`src/rtl/pixel_framebuffer.sv`:
```
// Double-buffered pixel store: the writer fills the back bank, the scanner reads the front bank.
// Banks swap only on frame_sync. Define FRAMEBUF_CLEAR_EN to build the back-bank bulk-clear engine.
module pixel_framebuffer #(
  parameter int N_COLS           = 8,
  parameter int PIXELS_PER_COL   = 8,
  parameter int BITS_PER_CHANNEL = 8,
  localparam int COL_W      = (N_COLS > 1) ? $clog2(N_COLS) : 1,
  localparam int ROW_W      = (PIXELS_PER_COL > 1) ? $clog2(PIXELS_PER_COL) : 1,
  localparam int PIXEL_W    = 3 * BITS_PER_CHANNEL,
  localparam int COL_BITS_W = PIXELS_PER_COL * PIXEL_W
) (
  input  logic                   clk,
  input  logic                   rst_n,
  input  logic                   wr_en,
  input  logic [COL_W+ROW_W-1:0] wr_addr,
  input  logic [PIXEL_W-1:0]     wr_data,
  output logic                   wr_ready,
  input  logic                   swap_req,
  input  logic                   frame_sync,
  output logic                   swap_pending,
  output logic                   swap_done,
  output logic                   front_sel,
  input  logic                   clear_req,
  output logic                   busy,
  input  logic [COL_W-1:0]       col_idx,
  output logic [COL_BITS_W-1:0]  col_bits
);

  typedef enum logic {IDLE, PENDING} swap_state_t;

  swap_state_t state, state_next;
  logic        swap_exec;
  logic        busy_q;

  logic [COL_BITS_W-1:0] mem [2][N_COLS];

  logic [COL_W-1:0] wr_x;
  logic [ROW_W-1:0] wr_y;
  logic             wr_hit;
  logic             back_sel;

  assign wr_x     = wr_addr[COL_W+ROW_W-1 -: COL_W];
  assign wr_y     = wr_addr[ROW_W-1:0];
  assign back_sel = ~front_sel;
  assign wr_ready = ~busy_q;
  assign busy     = busy_q;
  assign wr_hit   = wr_en && wr_ready && (int'(wr_x) < N_COLS) && (int'(wr_y) < PIXELS_PER_COL);

  assign swap_pending = (state == PENDING);

  // NOTE: every signal written here gets a default first, so no latch can be inferred.
  always_comb begin
    state_next = state;
    swap_exec  = frame_sync && (swap_pending || swap_req) && !busy_q;
    if (swap_exec)     state_next = IDLE;
    else if (swap_req) state_next = PENDING;
  end

  // NOTE: sequential state uses non-blocking assignments so every register samples pre-edge values.
  always_ff @(posedge clk or negedge rst_n) begin
    if (!rst_n) begin
      state     <= IDLE;
      front_sel <= 1'b0;
      swap_done <= 1'b0;
    end else begin
      state     <= state_next;
      front_sel <= front_sel ^ swap_exec;
      swap_done <= swap_exec;
    end
  end

`ifdef FRAMEBUF_CLEAR_EN
  logic [COL_W-1:0] clr_col;

  // Swaps and writes are blocked while busy, so the bank being cleared cannot change under us.
  always_ff @(posedge clk or negedge rst_n) begin
    if (!rst_n) begin
      busy_q  <= 1'b0;
      clr_col <= '0;
    end else if (busy_q) begin
      if (int'(clr_col) == N_COLS - 1) busy_q <= 1'b0;
      clr_col <= clr_col + COL_W'(1);
    end else if (clear_req) begin
      busy_q  <= 1'b1;
      clr_col <= '0;
    end
  end
`else
  logic unused_clear_req;
  assign unused_clear_req = clear_req;
  assign busy_q           = 1'b0;
`endif

  // NOTE: storage sits in flops with async reset because both banks must read zero after reset.
  always_ff @(posedge clk or negedge rst_n) begin
    if (!rst_n) begin
      for (int b = 0; b < 2; b++)
        for (int c = 0; c < N_COLS; c++)
          mem[b][c] <= '0;
    end else begin
      if (wr_hit) mem[back_sel][wr_x][int'(wr_y)*PIXEL_W +: PIXEL_W] <= wr_data;
`ifdef FRAMEBUF_CLEAR_EN
      if (busy_q) mem[back_sel][clr_col] <= '0;
`endif
    end
  end

  assign col_bits = (int'(col_idx) < N_COLS) ? mem[front_sel][col_idx] : '0;

endmodule
```
`config.mk`:
```
export PLATFORM = sky130hd
export DESIGN_NAME = pixel_framebuffer
export DESIGN_NICKNAME = d
export VERILOG_FILES = /design/src/rtl/pixel_framebuffer.sv
export SDC_FILE = /design/constraint.sdc
export NUM_CORES = 2
export LEC_CHECK = 0
export CORE_MARGIN = 2
export CORE_UTILIZATION = 55
export DETAILED_ROUTE_END_ITERATION = 8
export PLACE_DENSITY = 0.73
export RECOVER_POWER = 100
export SLEW_MARGIN = 10
export SYNTH_ARGS = -nofsm -noshare
export SYNTH_HDL_FRONTEND = slang
export SYNTH_SLANG_ARGS = --single-unit
```
`constraint.sdc`:
```
create_clock -name clk -period 4.4 [get_ports clk]
set_input_delay 0.88 -clock clk [delete_from_list [all_inputs] [get_ports clk]]
set_output_delay 0.88 -clock clk [all_outputs]
set_load 0.1 [all_outputs]
```
Word level (Yosys, flattened, before mapping). Index checks and enable logic that the tools add are counted.

Bitwise logic cells: 6. Shifts and indexed selects: 2. $add $sub $neg: 1. Muxes and demuxes: 13. Order comparisons: 6. Reduce and logical (&&, ||, !) cells: 5. Multipliers: 1.

Operators with widths (count): $mux 1536 (4); $bwmux 3072 (1); $demux 1536 s1 (1); $bmux 192 s3 (1); $demux 192 s3 (1); $mux 192 (3); $shift 24x33->192 const A (1); $shiftx 24x33->192 (1); $neg 8->33 (1); $ge 4x4->1 const B (2); $not 3->4 (2); $mul 3x2->5 const B (1); $ge 2x2->1 const B (2); $lt 4x1->1 const B (1); $not 1->2 (2); $logic_and 1x1->1 (3); $lt 2x1->1 const B (1); $mux 1 (2); $reduce_bool 2->1 (1); $logic_or 1x1->1 (1); $not 1->1 (1); $xor 1x1->1 (1).

Input port bits: 39. Register bits: 3075.

Logic depth before layout (Yosys ltp).
Depth in word-level cells: 8. Depth in mapped cells: 18. Mapped depth without buffers: 11.

Worst setup path after synthesis. Ideal clock, no wire load.

Kind: input -> output. Start point: input col_idx[0]. End point: output col_bits[165]. Arrival time: 4001 ps. Slack: -481 ps. Stages on the path: 7. Cells stage by stage: clkbuf_1 clkbuf_1 clkbuf_1 buf_2 clkbuf_1 mux2i_1 a21oi_1.

Cells in the longest elaborated chain, start to end: 4.

RTL lines: from (decl) (RTL line 25) `input logic [COL_W-1:0] col_idx,`; $not 3->4 (not written as such) (RTL line 108) `assign col_bits = (int'(col_idx) < N_COLS) ? mem[front_sel][col_idx] : '0;`; $bmux 192 s3 (RTL line 108); $mux 192 (not written as such) (2 in series) (RTL line 108); to (decl) (RTL line 26) `output logic [COL_BITS_W-1:0] col_bits`.

No other way between the ends. The select of a mux whose other input is x is not followed.

Worst setup path in the final report.
Start point: register front_sel. End point: output col_bits[95].

Cells in the longest elaborated chain, start to end: 7.

RTL lines: from (decl) (RTL line 22) `output logic front_sel,`; from (signal assigned) (RTL line 67) `front_sel <= front_sel ^ swap_exec;`; $not 1->2 (not written as such) (RTL line 108); $mux 1536 (not written as such) (3 in series) (RTL line 108); $bmux 192 s3 (RTL line 108); $mux 192 (not written as such) (2 in series) (RTL line 108).

No other way between the ends. The select of a mux whose other input is x is not followed.

==> PnR_summary.wiki <==
{| class="wikitable"
! Metric !! Value
|-
| Ports placed on the boundary || ~240
|-
| Pin slew with the least headroom to its limit || about 3000 ps
|-
| CP Depth || 6
|-
| Finished Cell Area || 161000 sq um
|-
| Failing checks || capacitance limit, slew limit, setup timing
|-
| Clock root buffer || sky130_fd_sc_hd__clkbuf_16
|-
| Post-synth net total || between 10000 and 15000
|-
| Layout Skew || just under 80 ps
|-
| Clk_lat worst skew || a little under 1000 ps
|-
| Achievable frequency || approximately 220 MHz
|-
| Nature of the critical path startpoint || register
|-
| Number of antenna violations at the first check in global routing || 37
|-
| Final period demand of the worst path || 4470 ps
|-
| TritonRoute pass-1 iters || 7
|-
| DR DRC count || 0
|-
| Number of port buffers || between 200 and 250
|-
| Mean cell area of the mapped netlist || approximately 12 sq um
|-
| Final weighted congestion in routability-driven placement || just over 0.9
|-
| Peak supply drop || about 0.48 mV
|-
| Total die area || roughly 250000 sq um
|-
| Post-synth design cell area || around 140000 sq um
|-
| Final standard cell count with taps included and fillers excluded || between 15000 and 20000
|-
| Share of synthesized registers carrying an async set or reset || 100%
|-
| Crit path setup slack, layout || -74.8 ps
|-
| Core Region || 248000 sq um
|-
| DR iter-0 viols || between 10000 and 15000
|-
| Slew Limit Headroom || -98.9%
|-
| Reg clk slew, reported paths || approximately 60 ps
|-
| Crit path DAT || around 3600 ps
|-
| Sum of net half-perimeters after detailed placement || between 200000 and 300000 microns
|-
| Largest net degree at the start of global routing || about 190
|-
| Cell Chain, Critical Path || buf_12 -> buf_16 -> clkbuf_16 -> mux4_2 -> mux4_2 -> buf_12
|-
| Critical-path cell with the highest stage delay || sky130_fd_sc_hd__mux4_2
|-
| Placed cells || between 10000 and 15000
|-
| WP buf/inv || 4
|-
| Post-DR wirelength/cell || 26.6 microns
|-
| Max Fanout on Critical Path || 15
|-
| Cells after synthesis || between 10000 and 15000
|-
| Final-report hold violation count || 0
|-
| Most common cell after layout, fill and taps aside || sky130_fd_sc_hd__dfrtp_1
|-
| Initial standard-cell utilization of the core || 55.2%
|-
| Depth of the worst register-to-register path || 8
|-
| Delay of the slowest cell on the worst path || about 600 ps
|-
| Num Clock Sinks || between 3000 and 4000
|-
| Total power density per cell area || slightly below 500 nW/um^2
|-
| Fraction of the cycle the final worst path needs || 102%
|-
| Worst path top cell family by delay || multiplexers
|-
| Seq cells post-synth || approximately 3100
|-
| R2r startpoint || front_sel$_DFF_PN0_
|-
| Number of enable flip-flop cells after synthesis || 0
|-
| Hold path cells || 2
|-
| Global-route wire length before repair || ~620000 microns
|-
| Worst Hold Launch || frame_sync
|-
| Number of synthesis warnings || 0
|-
| Max Cap Violations || 25
|-
| Number of buffers created by CTS || approximately 330
|-
| Classification of the worst-slack hold path || input port to register
|-
| Share of layout cells above drive strength 1 || about a quarter
|-
| Total length of routed wires || about 400000 microns
|-
| Nature of the critical path endpoint || primary output
|-
| RSZ-0062 raised after global routing || yes
|-
| DR vias || 98200
|-
| Top library cells by usage in the layout, fill and taps aside || 3074 x sky130_fd_sc_hd__dfrtp_1, 2019 x sky130_fd_sc_hd__nand2_1, 1867 x sky130_fd_sc_hd__o21ai_0
|-
| Distinct cell type count after synthesis || 84
|-
| Post-Place Cell Area || about 150000 sq um
|-
| CTS tree || done
|-
| Final setup violating endpoints || 32
|-
| Via count of the first global-routing pass || roughly 100k
|-
| H-tree levels || 5
|-
| Required time of the worst setup path || between 3000 and 4000 ps
|-
| Die Y-Extent || a little over 500 microns
|-
| CTS Buffer Depth || 4
|-
| Aggregate global routing overflow || 0
|-
| Post-route antenna net violation count || 0
|-
| Smallest hold slack || between 400 and 500 ps
|-
| Count of final max-slew check failures || 2167
|-
| Die Span X || 503 microns
|-
| Fin nets || approximately 12000
|-
| Ys flop type || sky130_fd_sc_hd__dfrtp_1
|-
| Leakage power of the design || 71.9 nW
|-
| Class of the most critical setup path || register to primary output
|-
| GRT Resource Usage Total || 32.6%
|-
| Vias per cell || roughly 6.4
|-
| Number of rows created at floorplan || between 150 and 200
|-
| Launching element of the worst setup path || front_sel$_DFF_PN0_
|-
| Result of the run || complete, but fails checks
|-
| Post-synthesis to final-layout area growth || 17.8%
|-
| Post-synthesis sequential area ratio || 56.2%
|}
-- area by class of cell --
type	instances	area (sq um)
clock inverter	84	1150
fill	17600	86900
antenna	26	65.1
inverter	6	22.5
timing repair buffer	1183	13200
clock buffer	474	9520
tap	3330	4170
sequential	3075	77000
multi-input combinational	7278	56200
-- what timing repair did --
action	in CTS	in global routing
endpoints found under the hold margin	1	0
endpoints found under the setup margin	192	134
setup buffers	23	15
pin swaps	0	2
gates resized for setup	51	32
gates cloned	6	21
hold buffers	1	0
-- cell usage after synthesis, drive strengths merged (12+ instances only) --
cell	instances	area [sq um]
dfrtp	3075	76900
mux4	941	21200
a22oi	22	165
nand2b	43	269
a2bb2oi	64	603
o22ai	18	119
nor2	585	2560
nand2	2020	7590
a211oi	28	278
clkbuf	707	2650
mux2	696	8140
o21ai	1871	9370
nand3	129	646
nor2b	33	206
o211ai	76	571
mux2i	27	270
a21oi	590	3130
buf	204	1070
a31oi	12	75.1
-- metrics by stage --
step	util [%]	setup slack (ps)	power (W)	setup TNS (ps)
after floorplan	-	24.3	0.0440	0
after global placement	61.3	-243	0.0500	-3700
after detailed placement	61.3	-336	0.0508	-10470
after CTS	65.9	-136	0.0792	-5460
after global routing	65.0	-89.9	0.0824	-5440
final	65.0	-74.8	0.0796	-783
-- per-layer routing --
metal / up-vias / share of wire [%] / track usage [%]
met5: - / 0.022 / 0
met4: 14 / 5.8 / 17.0
met3: 1112 / 9.7 / 7.60
met2: 4760 / 47 / 49.8
met1: 50700 / 38 / 43.9
li1: 41600 / - / -
-- cells by family after synthesis --
logic type | share of synthesized area [%]
AO/OA/AOI/OAI | 10.8
XOR/XNOR | 0.0630
adder cells (fa/ha/maj) | 0.0694
buffers and inverters | 2.74
flip-flops | 56.2
multiplexers | 21.6
other | 0.00548
AND/OR/NAND/NOR | 8.49
-- state kept, by name (all words and copies together) (netlist names) --
register      flops
swap_pending      1
mem            3072
front_sel         1
swap_done         1
-- power breakdown --
group	internal [W]	switching (W)	total, W
clock	0.0165	0.0112	0.0277
sequential	0.0312	0.00157	0.0327
combinational	0.00835	0.0108	0.0191
total	0.0560	0.0235	0.0796
-- final timing paths --
check | endpoint | slack, ps
worst max-delay path | col_bits[95] | -70
worst min-delay path | swap_pending$_DFFE_PN0P_ | 450
worst max register to register | mem[1571]$_DFFE_PN0P_ | 610
worst min register to register | mem[1601]$_DFFE_PN0P_ | 470
max in group asynchronous | mem[32]$_DFFE_PN0P_ | 510
min in group asynchronous | mem[1994]$_DFFE_PN0P_ | 500
Note: power is estimated with default switching activity, not from simulation.
